[src/rtl/seq_addsub_if.sv]
// Operand/result bundle for seq_addsub; W must equal WORD_BYTES*SLICE_W of the attached core.
// z_out/n_out exist only when SEQ_ADDSUB_FLAGS_EN is defined.
interface seq_addsub_if #(
  parameter int unsigned W = 32
);
  logic         start;
  logic         sub;
  logic         c_in;
  logic [W-1:0] a;
  logic [W-1:0] b;
  logic         ready;
  logic         done;
  logic [W-1:0] r;
  logic         c_out;
  logic         v_out;
`ifdef SEQ_ADDSUB_FLAGS_EN
  logic         z_out;
  logic         n_out;
`endif

  modport master (
    output start, sub, c_in, a, b,
`ifdef SEQ_ADDSUB_FLAGS_EN
    input  z_out, n_out,
`endif
    input  ready, done, r, c_out, v_out
  );

  modport slave (
    input  start, sub, c_in, a, b,
`ifdef SEQ_ADDSUB_FLAGS_EN
    output z_out, n_out,
`endif
    output ready, done, r, c_out, v_out
  );
endinterface

[src/rtl/seq_addsub.sv]
// Multi-cycle adder/subtractor: one SLICE_W-bit slice per clock through a single slice adder.
// Define SEQ_ADDSUB_FLAGS_EN to add registered zero (z_out) and negative (n_out) flags.
module seq_addsub #(
  parameter int unsigned WORD_BYTES = 4,
  parameter int unsigned SLICE_W    = 8
) (
  input logic        clk,
  input logic        rst_n,
  seq_addsub_if.slave bus
);
  localparam int unsigned W     = WORD_BYTES * SLICE_W;
  localparam int unsigned IDX_W = (WORD_BYTES > 1) ? $clog2(WORD_BYTES) : 1;

  typedef enum logic [1:0] {IDLE, RUN, DONE} state_t;

  state_t             state, state_nx;
  logic [IDX_W-1:0]   idx;
  logic               carry;
  logic [W-1:0]       a_q, b_q, r_q;
  logic               c_q, v_q;
  logic [SLICE_W-1:0] a_sl, b_sl;
  logic [SLICE_W:0]   sum;
  logic               c_msb;
  logic               last, accept;

  assign accept = (state == IDLE) && bus.start;
  assign last   = (idx == IDX_W'(WORD_BYTES - 1));

  always_comb begin
    a_sl = '0;
    b_sl = '0;
    for (int unsigned i = 0; i < WORD_BYTES; i++) begin
      if (idx == IDX_W'(i)) begin
        a_sl = a_q[i*SLICE_W +: SLICE_W];
        b_sl = b_q[i*SLICE_W +: SLICE_W];
      end
    end
    sum   = {1'b0, a_sl} + {1'b0, b_sl} + {{SLICE_W{1'b0}}, carry};
    // Carry into the MSB is recovered from the MSB sum bit rather than a second adder.
    c_msb = a_sl[SLICE_W-1] ^ b_sl[SLICE_W-1] ^ sum[SLICE_W-1];
  end

  always_ff @(posedge clk or negedge rst_n) begin
    if (!rst_n) state <= IDLE;
    else        state <= state_nx;
  end

  always_comb begin
    state_nx = state;
    unique case (state)
      IDLE:    if (bus.start) state_nx = RUN;
      RUN:     if (last)      state_nx = DONE;
      DONE:                   state_nx = IDLE;
      default:                state_nx = IDLE;
    endcase
  end

  always_ff @(posedge clk or negedge rst_n) begin
    if (!rst_n) begin
      idx   <= '0;
      carry <= 1'b0;
      a_q   <= '0;
      b_q   <= '0;
      r_q   <= '0;
      c_q   <= 1'b0;
      v_q   <= 1'b0;
    end else if (accept) begin
      a_q   <= bus.a;
      b_q   <= bus.b ^ {W{bus.sub}};
      carry <= bus.c_in;
      idx   <= '0;
    end else if (state == RUN) begin
      for (int unsigned i = 0; i < WORD_BYTES; i++) begin
        if (idx == IDX_W'(i)) r_q[i*SLICE_W +: SLICE_W] <= sum[SLICE_W-1:0];
      end
      carry <= sum[SLICE_W];
      if (last) begin
        c_q <= sum[SLICE_W];
        v_q <= c_msb ^ sum[SLICE_W];
      end else begin
        idx <= idx + IDX_W'(1);
      end
    end
  end

  assign bus.ready = (state == IDLE);
  assign bus.done  = (state == DONE);
  assign bus.r     = r_q;
  assign bus.c_out = c_q;
  assign bus.v_out = v_q;

`ifdef SEQ_ADDSUB_FLAGS_EN
  logic z_acc, z_q, n_q;

  // Zero flag is the AND of per-slice zero bits gathered as slices complete.
  always_ff @(posedge clk or negedge rst_n) begin
    if (!rst_n) begin
      z_acc <= 1'b0;
      z_q   <= 1'b0;
      n_q   <= 1'b0;
    end else if (accept) begin
      z_acc <= 1'b1;
    end else if (state == RUN) begin
      z_acc <= z_acc & (sum[SLICE_W-1:0] == '0);
      if (last) begin
        z_q <= z_acc & (sum[SLICE_W-1:0] == '0);
        n_q <= sum[SLICE_W-1];
      end
    end
  end

  assign bus.z_out = z_q;
  assign bus.n_out = n_q;
`endif
endmodule
[src/flat_wrapper.sv]
// flat-port wrapper written by rule: the top's interface ports become plain ports
module seq_addsub_flat 
#(
  parameter int unsigned WORD_BYTES = 4,
  parameter int unsigned SLICE_W    = 8
)
  (clk, rst_n, bus_start, bus_sub, bus_c_in, bus_a, bus_b, bus_ready, bus_done, bus_r, bus_c_out, bus_v_out);
  seq_addsub_if bus_i ();
  input logic clk;
  input logic rst_n;
  input wire logic [$bits(bus_i.start)-1:0] bus_start;
  input wire logic [$bits(bus_i.sub)-1:0] bus_sub;
  input wire logic [$bits(bus_i.c_in)-1:0] bus_c_in;
  input wire logic [$bits(bus_i.a)-1:0] bus_a;
  input wire logic [$bits(bus_i.b)-1:0] bus_b;
  output wire logic [$bits(bus_i.ready)-1:0] bus_ready;
  output wire logic [$bits(bus_i.done)-1:0] bus_done;
  output wire logic [$bits(bus_i.r)-1:0] bus_r;
  output wire logic [$bits(bus_i.c_out)-1:0] bus_c_out;
  output wire logic [$bits(bus_i.v_out)-1:0] bus_v_out;
  assign bus_i.start = bus_start;
  assign bus_i.sub = bus_sub;
  assign bus_i.c_in = bus_c_in;
  assign bus_i.a = bus_a;
  assign bus_i.b = bus_b;
  assign bus_ready = bus_i.ready;
  assign bus_done = bus_i.done;
  assign bus_r = bus_i.r;
  assign bus_c_out = bus_i.c_out;
  assign bus_v_out = bus_i.v_out;
  seq_addsub #(.WORD_BYTES(WORD_BYTES), .SLICE_W(SLICE_W)) u_core (.clk(clk), .rst_n(rst_n), .bus(bus_i));
endmodule
[config.mk]
export PLATFORM = sky130hd
export DESIGN_NAME = seq_addsub_flat
export DESIGN_NICKNAME = d
export VERILOG_FILES = /design/src/rtl/seq_addsub_if.sv /design/src/rtl/seq_addsub.sv /design/src/flat_wrapper.sv
export SDC_FILE = /design/constraint.sdc
export NUM_CORES = 1
export LEC_CHECK = 0
export BUFFER_PORTS_ARGS = -buffer_cell sky130_fd_sc_hd__buf_2
export CAP_MARGIN = 20
export CORE_MARGIN = 2
export CORE_UTILIZATION = 25
export CTS_CLUSTER_DIAMETER = 80
export DETAILED_ROUTE_END_ITERATION = 8
export PLACE_DENSITY = 0.55
export SKIP_CTS_REPAIR_TIMING = 1
export SLEW_MARGIN = 20
export SYNTH_ARGS = -nofsm -noshare
export SYNTH_HDL_FRONTEND = slang
export SYNTH_SLANG_ARGS = --single-unit
[constraint.sdc]
create_clock -name clk -period 4.2 [get_ports clk]
set_input_delay 0.42 -clock clk [delete_from_list [all_inputs] [get_ports clk]]
set_output_delay 0.42 -clock clk [all_outputs]
set_load 0.02 [all_outputs]
==> results.ini <==
[route]
drtIter0Drc = 206
routed-wl-met2_um = 5980
postRouteAntennaNets = 0
top_layer_used = met4
drt_first_pass_iters = 5
met3_length_um = 636
viasPerCell = 4.28
vias = 3641
met1Wirelength_um = 6150
routed_wl_um = 12900
route.detailed.drc = 0
wl_per_cell_um = 15.2

[yosys]
synth_most_common_cell = dfrtp_1
syn_nets = 569
synth_edf_count = 0
synth.avg_cell_area_um2 = 10.5
ys_types = 40
yosys_most_used_dff = dfrtp_1
netlist_instances = 487
synth-seq-area-share = 0.504
synth_common_cells = 103 x dfrtp_1, 62 x a21oi_1, 59 x nand2_1, 50 x nor2_1, 45 x o21ai_0
ys_warn_count = 0
syn-cell-area_um2 = 5120
yosys_register_bits = 103
synthTopCellsByArea = dfrtp_1 50%, mux2_4 9.1%, a21oi_1 6.1%
async_flop_share = 1.00
yosys.area.top_type = dfrtp_1
synth.top_cell.area_share = 0.504

[clock_network]
cts_sinks = 103
path_clk_slew_ns = 0.07
cts_made_buffers = 9
clk_latency_ns = 0.35
cts_tree = yes
ctsHtreeMaxLevel = 3
root_buffer = clkbuf_16
clockBufferDepth = 2

[floorplan]
start_util = 0.254
ios = 105
rows = 52
die_h_um = 147
design.core.area_um2 = 20200
dieArea_um2 = 21600
die_w_um = 147

[layout]
nNetsFinal = 659
num_antenna_cells = 0
drive_gt1_frac = 0.287
utilization = 0.304
fillers = 2154
syn2layout_area_growth_pct = 19.9
fin_cells = 851

[power]
pwr_density_cell_nw_per_um2 = 935
combPwrFrac = 0.538
switching_share = 0.439
ir_drop_uv = 281
p_seq_frac = 0.315
pwr-share-clk = 0.147
cell_internal_pwr_uw = 3220
leakage_uw = 0.00280
switching_power_uw = 2520

[sta]
hold_viol = 0
drv_slew = 0
max_slew_margin = 0.418
finClkSkew_ns = 0.00742
worst_slack_ns = 0.578
rsz0062_at_grt = false
setup_viol_count_final = 0
tightest_slew_ns = 0.872
fin_crit_ns = 3.62
max_freq_mhz = 276
timing.final.crit_share = 0.862
whs_ns = 0.0694
finalSetupTns_ns = 0

[place]
preCtsSetupSlack_ns = 0.535
gp_congestion = 0.795
port-buffer-count = 104
placedCellCount = 836
hpwlAfterDp_um = 9700

[global_routing]
grt-ovfl-total = 0
grt_pass1_wl_um = 20600
grt_pass1_vias = 3635
gr-usage-all-layers = 0.126
antenna_found_initial = 0
grt_max_degree = 63

[worst_setup_path]
cpPeakStageDelay_ns = 0.48
worst_setup_path_end_kind = register
startpoint_type = register
slowest_stage = fa_1
cp_data_arrival_time_ns = 3.84
path_max_fanout = 17
path_common_cell = a21oi_1
cp_cell_sequence = inv_1, ha_1, nand3b_1, a21oi_1, a21oi_1, nor2_1, a21oi_1, fa_1, fa_1, nand2b_1, a21oi_2, a31oi_1, xor2_1, o21ai_0
worstSetupPathType = register to register
required_ns = 4.41

[run_status]
run_status = complete, no violations

[hold_path]
holdCritPathClass = primary input to async pin

[flow_run]
max_cap_viol_count = 0

-- path summary, 6_finish.rpt --
path	startpoint	endpoint	slack [ns]	cells past startpoint
worst max register to register	u_core.idx[1]	u_core.bus.r[6]	0.58	14
min in group clk	bus_a[15]	u_core.a_q[15]	0.29	2
worst min register to register	u_core.bus.r[26]	u_core.bus.r[26]	0.47	2
worst max-delay path	u_core.idx[1]	u_core.bus.r[6]	0.58	14
worst min-delay path	rst_n	u_core.bus.r[22]	0.07	1
max in group asynchronous	rst_n	u_core.a_q[0]	3.29	2
-- final cells by class --
type / instances / area (µm²) / share of cell area
clock buffers: 10 / 239 / 0.0390
clock inverters: 5 / 57.6 / 0.00938
inverters: 5 / 18.8 / 0.00306
multi-input cells: 347 / 2330 / 0.380
flip-flops and latches: 103 / 2580 / 0.420
well taps: 270 / 338 / 0.0551
repair buffers: 111 / 576 / 0.0938
-- metal layers --
layer / up-vias / global-route usage
met5: - / 0
met4: 0 / 0.0404
met1: 1717 / 0.177
li1: 1828 / -
met2: 88 / 0.192
met3: 8 / 0.0311
-- worst max-delay path, delay by kind of cell, from the launching register on --
family | cells | cell delay (ns)
compound gates | 6 | 0.86
fa+ha+maj | 3 | 1.26
buf+inv | 1 | 0.09
simple gates | 3 | 0.54
flops | 1 | 0.41
xor+xnor | 1 | 0.30
-- through the flow --
step	total power, µW	cell area, µm²
finish	5740	6130
global route	6280	6130
CTS	5860	6130
detailed placement	4980	5840
global placement	4970	5840
floorplan	4010	5120
-- cells by family after synthesis --
kind of cell,Yosys count,share of synthesized area
DFF,103,0.504
muxes,34,0.0973
and+or+nand+nor,126,0.104
adders and majority gates,13,0.0347
xor gates and xnor gates,39,0.0682
AOI/OAI and AO/OA,135,0.150
buffers and inverters,37,0.0418
-- cells in the final DEF (no fill, tap or decap), drive strengths merged --
cell type,netlist,final
buf,21,111
dfrtp,103,103
a21oi,64,64
nand2,59,59
nor2,51,51
o21ai,47,47
xnor2,34,34
mux2,33,33
ha,11,11
clkbuf,11,10
nand3b,8,8
a22oi,8,8
inv,5,6
a21o,5,5
xor2,5,5
clkinv,0,3
nor2b,2,2
a22o,2,2
nand2b,2,2
a211oi,2,2
fa,2,2
and2,1,1
o21bai,1,1
or2b,1,1
and2b,1,1
mux2i,1,1
a31oi,1,1
o211ai,1,1
a211o,1,1
o21a,1,1
o32a,1,1
and4,1,1
a31o,1,1
bufinv,0,1
-- power by group through the flow --
stage,sequential (µW),clock [µW],combinational [µW]
5_1_grt,1870,918,3490
2_1_floorplan,1890,0,2120
3_3_place_gp,1840,0,3130
3_5_place_dp,1830,0,3150
4_1_cts,1820,876,3170
6_report,1810,844,3080
-- sequential cells by signal, summed over array words and instances, names as in the netlist --
register	cells
u_core.a_q	32
u_core.b_q	32
u_core.bus.r	32
u_core.idx	2
u_core.state	2
u_core.bus.c_out	1
u_core.bus.v_out	1
u_core.carry	1
Power figures use the tool's default switching activity.
